[src/rtl/muldiv_if.sv]
// Issue/write-back bundle between the register-file control logic and the multiply/divide unit.
interface muldiv_if #(
  parameter int unsigned WIDTH = 32,
  parameter int unsigned AW    = 5
) ();
  logic             START;
  logic [1:0]       OP;
  logic [WIDTH-1:0] A;
  logic [WIDTH-1:0] B;
  logic [AW-1:0]    DEST;
  logic             BUSY;
  logic             WE;
  logic [AW-1:0]    WR;
  logic [WIDTH-1:0] WD;

  modport master (output START, OP, A, B, DEST, input  BUSY, WE, WR, WD);
  modport slave  (input  START, OP, A, B, DEST, output BUSY, WE, WR, WD);
endinterface

[src/rtl/muldiv_unit.sv]
// Iterative unsigned MUL/MULHU/DIVU/REMU unit: WIDTH iteration cycles, then one registered
// register-file write. acc/lo hold {hi,lo} of the product or {remainder,quotient}.
module muldiv_unit #(
  parameter int unsigned WIDTH = 32,
  parameter int unsigned AW    = 5
) (
  input  logic     CLK,
  input  logic     RST_N,
  muldiv_if.slave  bus
);
  localparam int unsigned CW = $clog2(WIDTH);

  typedef enum logic [1:0] {S_IDLE, S_RUN, S_DONE} state_t;

  state_t           state_q, state_d;
  logic [CW-1:0]    cnt_q, cnt_d;
  logic [1:0]       op_q, op_d;
  logic [AW-1:0]    dest_q, dest_d;
  logic [WIDTH-1:0] b_q, b_d;
  logic [WIDTH-1:0] acc_q, acc_d;
  logic [WIDTH-1:0] lo_q, lo_d;
  logic             we_q, we_d;
  logic [AW-1:0]    wr_q, wr_d;
  logic [WIDTH-1:0] wd_q, wd_d;
  logic [WIDTH:0]   sum;
  logic [WIDTH:0]   rem_sh;

  always_ff @(posedge CLK or negedge RST_N) begin
    if (!RST_N) begin
      state_q <= S_IDLE;
      cnt_q   <= '0;
      op_q    <= '0;
      dest_q  <= '0;
      b_q     <= '0;
      acc_q   <= '0;
      lo_q    <= '0;
      we_q    <= 1'b0;
      wr_q    <= '0;
      wd_q    <= '0;
    end else begin
      state_q <= state_d;
      cnt_q   <= cnt_d;
      op_q    <= op_d;
      dest_q  <= dest_d;
      b_q     <= b_d;
      acc_q   <= acc_d;
      lo_q    <= lo_d;
      we_q    <= we_d;
      wr_q    <= wr_d;
      wd_q    <= wd_d;
    end
  end

  always_comb begin
    state_d = state_q;
    unique case (state_q)
      S_IDLE:  if (bus.START) state_d = S_RUN;
      S_RUN:   if (cnt_q == CW'(WIDTH - 1)) state_d = S_DONE;
      S_DONE:  state_d = S_IDLE;
      default: state_d = S_IDLE;
    endcase
  end

  always_comb begin
    cnt_d  = cnt_q;
    op_d   = op_q;
    dest_d = dest_q;
    b_d    = b_q;
    acc_d  = acc_q;
    lo_d   = lo_q;
    we_d   = 1'b0;
    wr_d   = wr_q;
    wd_d   = wd_q;
    sum    = {1'b0, acc_q} + (lo_q[0] ? {1'b0, b_q} : '0);
    rem_sh = {acc_q, lo_q[WIDTH-1]};
    unique case (state_q)
      S_IDLE: begin
        if (bus.START) begin
          op_d   = bus.OP;
          dest_d = bus.DEST;
          b_d    = bus.B;
          acc_d  = '0;
          lo_d   = bus.A;
          cnt_d  = '0;
        end
      end
      S_RUN: begin
        cnt_d = cnt_q + 1'b1;
        if (!op_q[1]) begin
          // Shift-add: product high half in acc, multiplier bits consumed from lo's LSB.
          acc_d = sum[WIDTH:1];
          lo_d  = {sum[0], lo_q[WIDTH-1:1]};
        end else if (rem_sh >= {1'b0, b_q}) begin
          acc_d = WIDTH'(rem_sh - {1'b0, b_q});
          lo_d  = {lo_q[WIDTH-2:0], 1'b1};
        end else begin
          acc_d = rem_sh[WIDTH-1:0];
          lo_d  = {lo_q[WIDTH-2:0], 1'b0};
        end
      end
      S_DONE: begin
        if (dest_q != '0) begin
          we_d = 1'b1;
          wr_d = dest_q;
          wd_d = op_q[0] ? acc_q : lo_q;
        end
      end
      default: ;
    endcase
  end

  always_comb begin
    bus.BUSY = (state_q != S_IDLE);
    bus.WE   = we_q;
    bus.WR   = wr_q;
    bus.WD   = wd_q;
  end
endmodule

[src/flat_wrapper.sv]
// flat-port wrapper written by rule: the top's interface ports become plain ports
module muldiv_unit_flat 
#(
  parameter int unsigned WIDTH = 32,
  parameter int unsigned AW    = 5
)
  (CLK, RST_N, bus_START, bus_OP, bus_A, bus_B, bus_DEST, bus_BUSY, bus_WE, bus_WR, bus_WD);
  muldiv_if #(.WIDTH(WIDTH), .AW(AW)) bus_i ();
  input  logic CLK;
  input  logic RST_N;
  input wire logic [$bits(bus_i.START)-1:0] bus_START;
  input wire logic [$bits(bus_i.OP)-1:0] bus_OP;
  input wire logic [$bits(bus_i.A)-1:0] bus_A;
  input wire logic [$bits(bus_i.B)-1:0] bus_B;
  input wire logic [$bits(bus_i.DEST)-1:0] bus_DEST;
  output wire logic [$bits(bus_i.BUSY)-1:0] bus_BUSY;
  output wire logic [$bits(bus_i.WE)-1:0] bus_WE;
  output wire logic [$bits(bus_i.WR)-1:0] bus_WR;
  output wire logic [$bits(bus_i.WD)-1:0] bus_WD;
  assign bus_i.START = bus_START;
  assign bus_i.OP = bus_OP;
  assign bus_i.A = bus_A;
  assign bus_i.B = bus_B;
  assign bus_i.DEST = bus_DEST;
  assign bus_BUSY = bus_i.BUSY;
  assign bus_WE = bus_i.WE;
  assign bus_WR = bus_i.WR;
  assign bus_WD = bus_i.WD;
  muldiv_unit #(.WIDTH(WIDTH), .AW(AW)) u_core (.CLK(CLK), .RST_N(RST_N), .bus(bus_i));
endmodule
[config.mk]
export PLATFORM = sky130hd
export DESIGN_NAME = muldiv_unit_flat
export DESIGN_NICKNAME = d
export VERILOG_FILES = /design/src/rtl/muldiv_if.sv /design/src/rtl/muldiv_unit.sv /design/src/flat_wrapper.sv
export SDC_FILE = /design/constraint.sdc
export NUM_CORES = 1
export LEC_CHECK = 0
export ABC_CLOCK_PERIOD_IN_PS = 3100
export CORE_AREA = 2 2 210 212
export CTS_BUF_LIST = sky130_fd_sc_hd__clkbuf_8
export DETAILED_ROUTE_END_ITERATION = 8
export DIE_AREA = 0 0 212 214
export DONT_BUFFER_PORTS = 1
export SYNTH_ARGS = -nofsm -noshare
export SYNTH_HDL_FRONTEND = slang
export SYNTH_SLANG_ARGS = --single-unit
[constraint.sdc]
create_clock -name CLK -period 3.1 [get_ports CLK]
set_clock_uncertainty 0.05 [all_clocks]
set_input_delay 0.465 -clock CLK [delete_from_list [all_inputs] [get_ports CLK]]
set_output_delay 0.465 -clock CLK [all_outputs]
set_load 0.1 [all_outputs]
Word level (Yosys, flattened, before mapping):

Cells that the tools add are included.

* register bits: 148
* input bits: 74
* logic and storage cells: 44

* add/subtract/negate cells: 3
* order comparisons: 1
* equal/unequal tests: 5
* muxes and demuxes: 17
* reduce and logical (&&, ||, !) cells: 8

Operators with widths (number)
* 32-bit two-way mux: 7
* 32-bit case mux with 2 select lines: 2
* 32-bit by 32-bit adder with 33-bit output: 1
* 33-bit by 32-bit greater-or-equal comparator with 1-bit output: 1
* 32-bit subtractor: 1
* 5-bit case mux with 2 select lines: 1
* 2-bit AND reduction: 4
* 5-bit by 1-bit adder with 5-bit output (second input constant): 1
* 5-bit equality test (second input constant): 1
* 5-bit two-way mux: 1
* 5-bit nonzero test: 1
* 2-bit two-way mux: 2
* 2-bit case mux with 2 select lines: 1
* 2-bit nonzero test: 2
* 1-bit two-way mux: 3
* 2-bit by 1-bit equality test with 1-bit output (second input constant): 1
* 2-bit equality test (second input constant): 1
* 2-bit logical NOT: 1
* 2-bit by 1-bit != test with 1-bit output (second input constant): 1
* 2-bit != test (second input constant): 1

Longest topological paths before layout:

Gate-level depths: netlist of the first run.

* word-level depth: 4
* mapped depth: 14
* depth with buffers taken out: 13

Worst setup path before layout of the first run:

Ideal clock, no wire load.

* kind: flip-flop to flip-flop
* start point: reg u_core.lo_q[0]
* end point: reg u_core.acc_q[29]
* setup time: 0.126 ns
* arrival: 2.952 ns
* required time: 2.924 ns
* slack: -0.028 ns
* stages on the path, launching flop included: 15
* cell sequence: dfrtp_1 > clkbuf_1 > and2_1 > ha_1 > inv_1 > fa_1 > nor2b_1 > o2111ai_1 > nand3_1 > a21oi_2 > o31ai_2 > a31o_2 > a311o_1 > xor2_1 > a221o_1

* longest elaborated chain between the ends: 4

RTL lines
* start: declaration: RTL line muldiv_unit.sv:21 `logic [WIDTH-1:0] lo_q, lo_d;`
* start signal: assignment: RTL line muldiv_unit.sv:47 `lo_q <= lo_d;`
* 32-bit two-way mux: RTL line muldiv_unit.sv:74 `sum = {1'b0, acc_q} + (lo_q[0] ? {1'b0, b_q} : '0);`
* 32-bit by 32-bit adder with 33-bit output: RTL line muldiv_unit.sv:74
* 32-bit two-way mux: RTL line muldiv_unit.sv:89 `if (!op_q[1]) begin`
* 32-bit case mux with 2 select lines: RTL line muldiv_unit.sv:76 `unique case (state_q)`
* end signal: assignment: RTL line muldiv_unit.sv:35 `acc_q <= '0;`
* end signal: assignment: RTL line muldiv_unit.sv:46 `acc_q <= acc_d;`
* end: declaration: RTL line muldiv_unit.sv:20 `logic [WIDTH-1:0] acc_q, acc_d;`

Every way passes these cells.
A chain may end at the register's enable or synchronous reset.

Worst setup path in the final report of the first run:

* start point: reg u_core.b_q[1]
* end point: reg u_core.acc_q[29]

* longest elaborated chain between the ends: 4
* elaborated cells between the ends (all ways): 7
* those cells by class: add/sub (2); order compare (1); mux (4)

RTL lines
* start: declaration: RTL line muldiv_unit.sv:19 `logic [WIDTH-1:0] b_q, b_d;`
* start signal: assignment: RTL line muldiv_unit.sv:34 `b_q <= '0;`
* start signal: assignment: RTL line muldiv_unit.sv:45 `b_q <= b_d;`
* 32-bit two-way mux (tied with other cells): RTL line muldiv_unit.sv:74
* 32-bit by 32-bit adder with 33-bit output or 32-bit two-way mux (tied branches): RTL line muldiv_unit.sv:74, muldiv_unit.sv:93
* 32-bit two-way mux (*): RTL line muldiv_unit.sv:89
* 32-bit case mux with 2 select lines (*): RTL line muldiv_unit.sv:76

Mark *: on every way between the ends. The rest lies on a longest branch, timed or not.

==> metrics.txt, run 1 <==
status finished with violations; failing checks hold timing; hpwl dp 27,900 µm; Die Span Y 214 µm; mean post-synth cell area 8.38 µm²; Worst setup EP type register; Yosys top cell by area dfrtp_1; largest net degree at the start of global routing 149; Starting Density 24.9%; dpl ws -0.162 ns; EDFF count, synth 0; Final GP Congestion 0.922; Critical Path RT 3.46 ns; Synth top area share 34.7%; placed cell count 1,947; Worst R2R Path Depth 11; Port Buffers 0; ys async rst share 100%; Final Hold Fails 148; ant diodes 0; largest cells by area after synthesis dfrtp_1 (35%), nand2_1 (8.5%), ha_1 (7.7%), o21ai_0 (5.1%), mux2i_1 (4.5%); Worst Path Buf+Inv 1; Arrival @ worst endpoint 3.42 ns; DIE WIDTH 212 µm; routed wire length 37,400 µm; htree depth 4; Finished Layout Cells 2,005; xor and xnor area share after synthesis 4.35%; ratio of cells with drive above 1 in the final layout 22.0%; core footprint 42,900 µm²; Clk pin slew, worst setup/hold paths 0.11 ns; largest family of logic cells by synthesized area compound AO/OA/AOI/OAI gates; reg2reg setup slack 0.03 ns; met3 routed WL 2310 µm; critical path class reg -> reg; Top Metal Used met5; first-pass GRT wire length 57,400 µm; r2r startpoint u_core.b_q[1]$_DFFE_PN0P_; HP Class in -> async; synthesized flop and latch total 148; unrepaired setup endpoints after global routing yes; Vias/cell 5.03; vias 10,100; drt initial violations 758; register area share after synthesis 34.7%; CP max stage delay 0.51 ns; main flop type after synthesis dfrtp_1; Final min period 3.07 ns; Routed met2 length 17,200 µm; Rows 76; Antenna Nets Post-Route 0; Area growth syn-to-layout 25.7%; post-route clock period utilization 98.9%; clk_lat worst skew 0.49 ns; Mapped Nets 1,415; CTS tree yes; Mapped Area 10,700 µm²; Post-synth top cells nand2_1 (242), dfrtp_1 (148), o21ai_0 (109), a21oi_1 (84), ha_1 (66); # setup viols final 0; mux cell area share after synthesis 4.93%; worst-margin pin slew 1.15 ns; setup ws final 0.0333 ns; initial antenna violation count 2; hold slack -0.382 ns; setup TNS 0 ns; GR Util All Layers 16.2%; Post-Synthesis Cells 1,273; fmax 326 MHz; CP max FO 6; clock tree buffer depth 2; max-cap viol count 0; simple-gate share of the synthesized area 18.5%; Worst setup SP type register; vias in the first global route 10,000; worst rel slew slack 23.6%; Synth Area in Compound Gates 24.1%; fin. max-slew vios 0; synth unique cells 85; DRC violations left 0; reg-to-reg endpoint u_core.acc_q[29]$_DFFE_PN0P_; slowest stage cell, crit path or4b_4; wire per inst 18.6 µm; Nets 1,549; worst path cell trace inv_2, ha_4, nor2b_4, o31ai_4, a211o_2, a2111oi_4, nor4_4, nor2_4, or4b_4, a21oi_2, a221o_1; DRT Pass-1 Iters 7; clock sink count 148; CP delay by family, top compound AO/OA/AOI/OAI gates; gr ovfl total 0; CTS root buffer clkbuf_8; die area 45,400 µm²; CTS buffer count 17; # IOs 113; adder-cell share of the synthesized area 8.12%; met1 wire length 17,200 µm; yosys synthesis warning count 0; top-count cell post-synth nand2_1
## per-layer routing
| layer | track usage, % | vias to the layer above |
|---|---|---|
| li1 | - | 4784 |
| met1 | 22.0 | 4925 |
| met5 | 0 | - |
| met4 | 4.13 | 4 |
| met3 | 3.72 | 61 |
| met2 | 25.8 | 304 |
## layout by cell type (no fill, tap or decap), types with 19 or more instances in the layout
cell type | Yosys | final
a211oi_1 | 36 | 34
a21o_1 | 20 | 20
a21oi_1 | 84 | 69
a31oi_1 | 39 | 38
and2_1 | 40 | 39
buf_4 | 3 | 172
dfrtp_1 | 148 | 143
ha_1 | 66 | 51
inv_1 | 53 | 52
mux2i_1 | 48 | 46
nand2_1 | 242 | 242
nand3_1 | 21 | 19
nor2_1 | 36 | 34
nor2b_1 | 36 | 34
o21ai_0 | 109 | 105
xnor2_1 | 29 | 29
xor2_1 | 24 | 24
## how the worst max path moves through the flow
stage          cells past startpoint                            to                   startpoint  slack (ns)
4_1_cts                           11  u_core.acc_q[30]$_DFFE_PN0P_   u_core.lo_q[0]$_DFFE_PN0P_      -0.005
2_1_floorplan                     14  u_core.acc_q[29]$_DFFE_PN0P_   u_core.lo_q[0]$_DFFE_PN0P_        0.02
3_5_place_dp                      11  u_core.acc_q[30]$_DFFE_PN0P_   u_core.lo_q[0]$_DFFE_PN0P_       -0.16
5_1_grt                           15  u_core.acc_q[30]$_DFFE_PN0P_  u_core.lo_q[31]$_DFFE_PN0P_       -0.05
6_report                          11  u_core.acc_q[29]$_DFFE_PN0P_    u_core.b_q[1]$_DFFE_PN0P_        0.03
3_3_place_gp                      11  u_core.acc_q[30]$_DFFE_PN0P_   u_core.lo_q[0]$_DFFE_PN0P_       -0.09
## area by class of cell
cell class                      count  area (µm²)
Fill cell                        4494       29500
Inverter                           53         199
Clock inverter                     14         163
Sequential cell                   148        3710
Tap cell                          585         732
Timing Repair Buffer              184        1490
Clock buffer                       18         248
Multi-Input combinational cell   1003        6860
## what timing repair did
item                                    CTS  global route
pin swaps                                 5            35
setup buffers                             7            18
hold endpoints to repair                148           148
cloned                                    1             1
gates resized for setup                  22            80
endpoints found under the setup margin   14            24
## flip-flops by register name, indices dropped and copies added (netlist names)
| register | flops |
|---|---|
| u_core.op_q | 2 |
| u_core.cnt_q | 5 |
| u_core.bus.WD | 32 |
| u_core.b_q | 32 |
| u_core.dest_q | 5 |
| u_core.state_q | 2 |
| u_core.bus.WE | 1 |
| u_core.lo_q | 32 |
| u_core.acc_q | 32 |
| u_core.bus.WR | 5 |
## cell families after synthesis
family | Yosys count
buffers and inverters | 122
XOR/XNOR | 53
multiplexers | 52
AND/OR/NAND/NOR | 426
flip-flops | 148
adder cells (fa/ha/maj) | 68
AO/OA/AOI/OAI | 404
## through the flow
stage	hold WS, ns	util (%)	instance area [µm²]
after floorplan	0.119	-	10700
after global placement	0.123	28.6	12300
after detailed placement	0.124	28.6	12300
after CTS	-0.410	30.0	12900
after global routing	-0.412	31.3	13400
final	-0.382	31.3	13400
## worst register-to-register path: stages, from the launching register on
cell and delay [ns]:
dfrtp_1 0.38, inv_2 0.07, ha_4 0.27, nor2b_4 0.18, o31ai_4 0.08, a211o_2 0.38
a2111oi_4 0.40, nor4_4 0.10, nor2_4 0.29, or4b_4 0.52, a21oi_2 0.15, a221o_1 0.13
Power of run 1 is not shown: default switching activity piles up to over one toggle a cycle in this logic, so the estimate is an artifact.
==> inputs of run 2 (changes only) <==
--- a/config.mk
+++ b/config.mk
@@ -5,12 +5,14 @@
 export SDC_FILE = /design/constraint.sdc
 export NUM_CORES = 1
 export LEC_CHECK = 0
+export ABC_AREA = 0
 export ABC_CLOCK_PERIOD_IN_PS = 3100
 export CORE_AREA = 2 2 210 212
 export CTS_BUF_LIST = sky130_fd_sc_hd__clkbuf_8
 export DETAILED_ROUTE_END_ITERATION = 8
 export DIE_AREA = 0 0 212 214
 export DONT_BUFFER_PORTS = 1
+export SLEW_MARGIN = 25
 export SYNTH_ARGS = -nofsm -noshare
 export SYNTH_HDL_FRONTEND = slang
 export SYNTH_SLANG_ARGS = --single-unit
==> metrics.txt, run 2 (synthesis results as in run 1) <==
Worst setup EP type register; Worst Path Buf+Inv 3 (+2); clock sink count 148 (unchanged); Rows 76 (unchanged); largest net degree at the start of global routing 149 (unchanged); Arrival @ worst endpoint 3.39 ns (-0.03 ns); Antenna Nets Post-Route 0 (unchanged); initial antenna violation count 2 (unchanged); ratio of cells with drive above 1 in the final layout 22.2% (+0.18 points); drt initial violations 734 (-3.2%); DIE WIDTH 212 µm (unchanged); Die Span Y 214 µm (unchanged); # setup viols final 0 (unchanged); Final min period 3.06 ns (-0.00513 ns); vias in the first global route 10,100 (+0.41%); worst-margin pin slew 0.939 ns (-0.206 ns); fin. max-slew vios 0 (unchanged); ant diodes 0 (unchanged); DRT Pass-1 Iters 5 (-2); failing checks hold timing; worst rel slew slack 37.4% (+14 points); max-cap viol count 0 (unchanged); dpl ws -0.162 ns (unchanged); hold slack -0.386 ns (-0.00332 ns); Nets 1,551 (+0.13%); unrepaired setup endpoints after global routing yes; Port Buffers 0 (unchanged); Vias/cell 5.03 (about the same); GR Util All Layers 16.2% (+0.025 points); most common cell after layout, fill and taps aside nand2_1; first-pass GRT wire length 57,500 µm (+0.31%); CP max stage delay 0.40 ns (-0.11 ns); core footprint 42,900 µm² (unchanged); # IOs 113 (unchanged); status finished with violations; routed wire length 37,500 µm (+0.38%); CTS buffer count 17 (unchanged); CTS root buffer clkbuf_8; Final GP Congestion 0.922 (unchanged); clock tree buffer depth 2 (unchanged); vias 10,100 (+0.18%); CTS tree yes; wire per inst 18.7 µm (+0.28%); Clk pin slew, worst setup/hold paths 0.10 ns (about the same); DRC violations left 0 (unchanged); fmax 327 MHz (+0.17%); Worst setup SP type register; setup ws final 0.0384 ns (+0.00513 ns); worst path cell trace inv_2, ha_4, inv_2, fa_2, a21oi_2, o211ai_1, o211ai_1, a22oi_2, a211oi_2, buf_4, mux2_2, o2111ai_2, a21oi_1, a221o_1; most frequent cells in the layout nand2_1 (242), buf_4 (177), dfrtp_1 (142); CP delay by family, top compound AO/OA/AOI/OAI gates; hpwl dp 27,900 µm (about the same); Final Hold Fails 148 (unchanged); htree depth 4 (unchanged); CP max FO 3 (-3); clk_lat worst skew 0.49 ns (about the same); Starting Density 24.9% (unchanged); slowest stage cell, crit path dfrtp_1; gr ovfl total 0 (unchanged); Critical Path RT 3.43 ns (-0.03 ns); critical path class reg -> reg; die area 45,400 µm² (unchanged); post-route clock period utilization 98.8% (-0.17 points); HP Class in -> async; Area growth syn-to-layout 26.0%
==> run 2: cell count changes in the layout (fill, tap and decap cells not counted), sizes merged <==
cell,change
buf,+2
==> run 2: path summary, 6_finish.rpt <==
path                                               from                       endpoint  slack (ns)  depth (start not counted)
setup / recovery            u_core.lo_q[31]$_DFFE_PN0P_   u_core.acc_q[30]$_DFFE_PN0P_        0.04                         14
hold / removal                                    RST_N     u_core.b_q[15]$_DFFE_PN0P_       -0.39                          0
setup reg to reg            u_core.lo_q[31]$_DFFE_PN0P_   u_core.acc_q[30]$_DFFE_PN0P_        0.04                         14
hold reg to reg            u_core.dest_q[4]$_DFFE_PN0P_   u_core.bus.WR[4]$_DFFE_PN0P_        0.44                          2
max in group asynchronous                         RST_N  u_core.bus.WD[20]$_DFFE_PN0P_        3.16                          0
min in group CLK                              bus_B[17]     u_core.b_q[17]$_DFFE_PN0P_        0.03                          2
==> run 2: metrics by stage <==
| step | utilization (%) | cell area [µm²] | cells | setup TNS, ns | hold slack (ns) |
|---|---|---|---|---|---|
| after floorplan | - | 10700 | 1273 | 0 | 0.119 |
| after global placement | 28.6 | 12300 | 1947 | -0.234 | 0.123 |
| after detailed placement | 28.6 | 12300 | 1947 | -0.763 | 0.124 |
| after CTS | 30.0 | 12900 | 1987 | -0.0208 | -0.410 |
| after global routing | 31.3 | 13400 | 2007 | -0.395 | -0.410 |
| final | 31.3 | 13400 | 2007 | 0 | -0.386 |
==> run 2: worst reg2reg max path, delay by kind of cell (launching register included) <==
kind	cells	cell delay, ns
compound gates	8	1.43
fa+ha+maj	2	0.50
flops	1	0.40
mux	1	0.33
buf+inv	3	0.26
==> run 2: layout make-up <==
cell class	count	area (µm²)
Clock inverter	14	163
Sequential cell	148	3710
Tap cell	585	732
Fill cell	4500	29400
Inverter	53	199
Timing Repair Buffer	186	1490
Clock buffer	18	248
Multi-Input combinational cell	1003	6890
==> run 2: layer usage <==
metal	routed length, µm	GRT usage (%)	vias to the layer above
li1	-	-	4788
met1	17000	21.9	4909
met2	17400	25.9	331
met3	2490	3.71	64
met4	684	4.18	4
met5	23	0	-
==> run 2: repair_timing <==
item / 4_1_cts / 5_1_grt
hold endpoints to repair: 148 / 148
gates cloned: 1 / 1
pin swaps: 4 / 25
buffers inserted: 7 / 20
gates resized for setup: 20 / 76
setup endpoints to repair: 14 / 33
Power of run 2 is left out for the same reason.
==> inputs of run 3 (changes only) <==
--- a/config.mk
+++ b/config.mk
@@ -5,7 +5,6 @@
 export SDC_FILE = /design/constraint.sdc
 export NUM_CORES = 1
 export LEC_CHECK = 0
-export ABC_AREA = 0
 export ABC_CLOCK_PERIOD_IN_PS = 3100
 export CORE_AREA = 2 2 210 212
 export CTS_BUF_LIST = sky130_fd_sc_hd__clkbuf_8
==> results of run 3 <==
Same layout as run 2: the final DEF is identical, and so are final timing and power.
Power of run 3 is left out for the same reason.
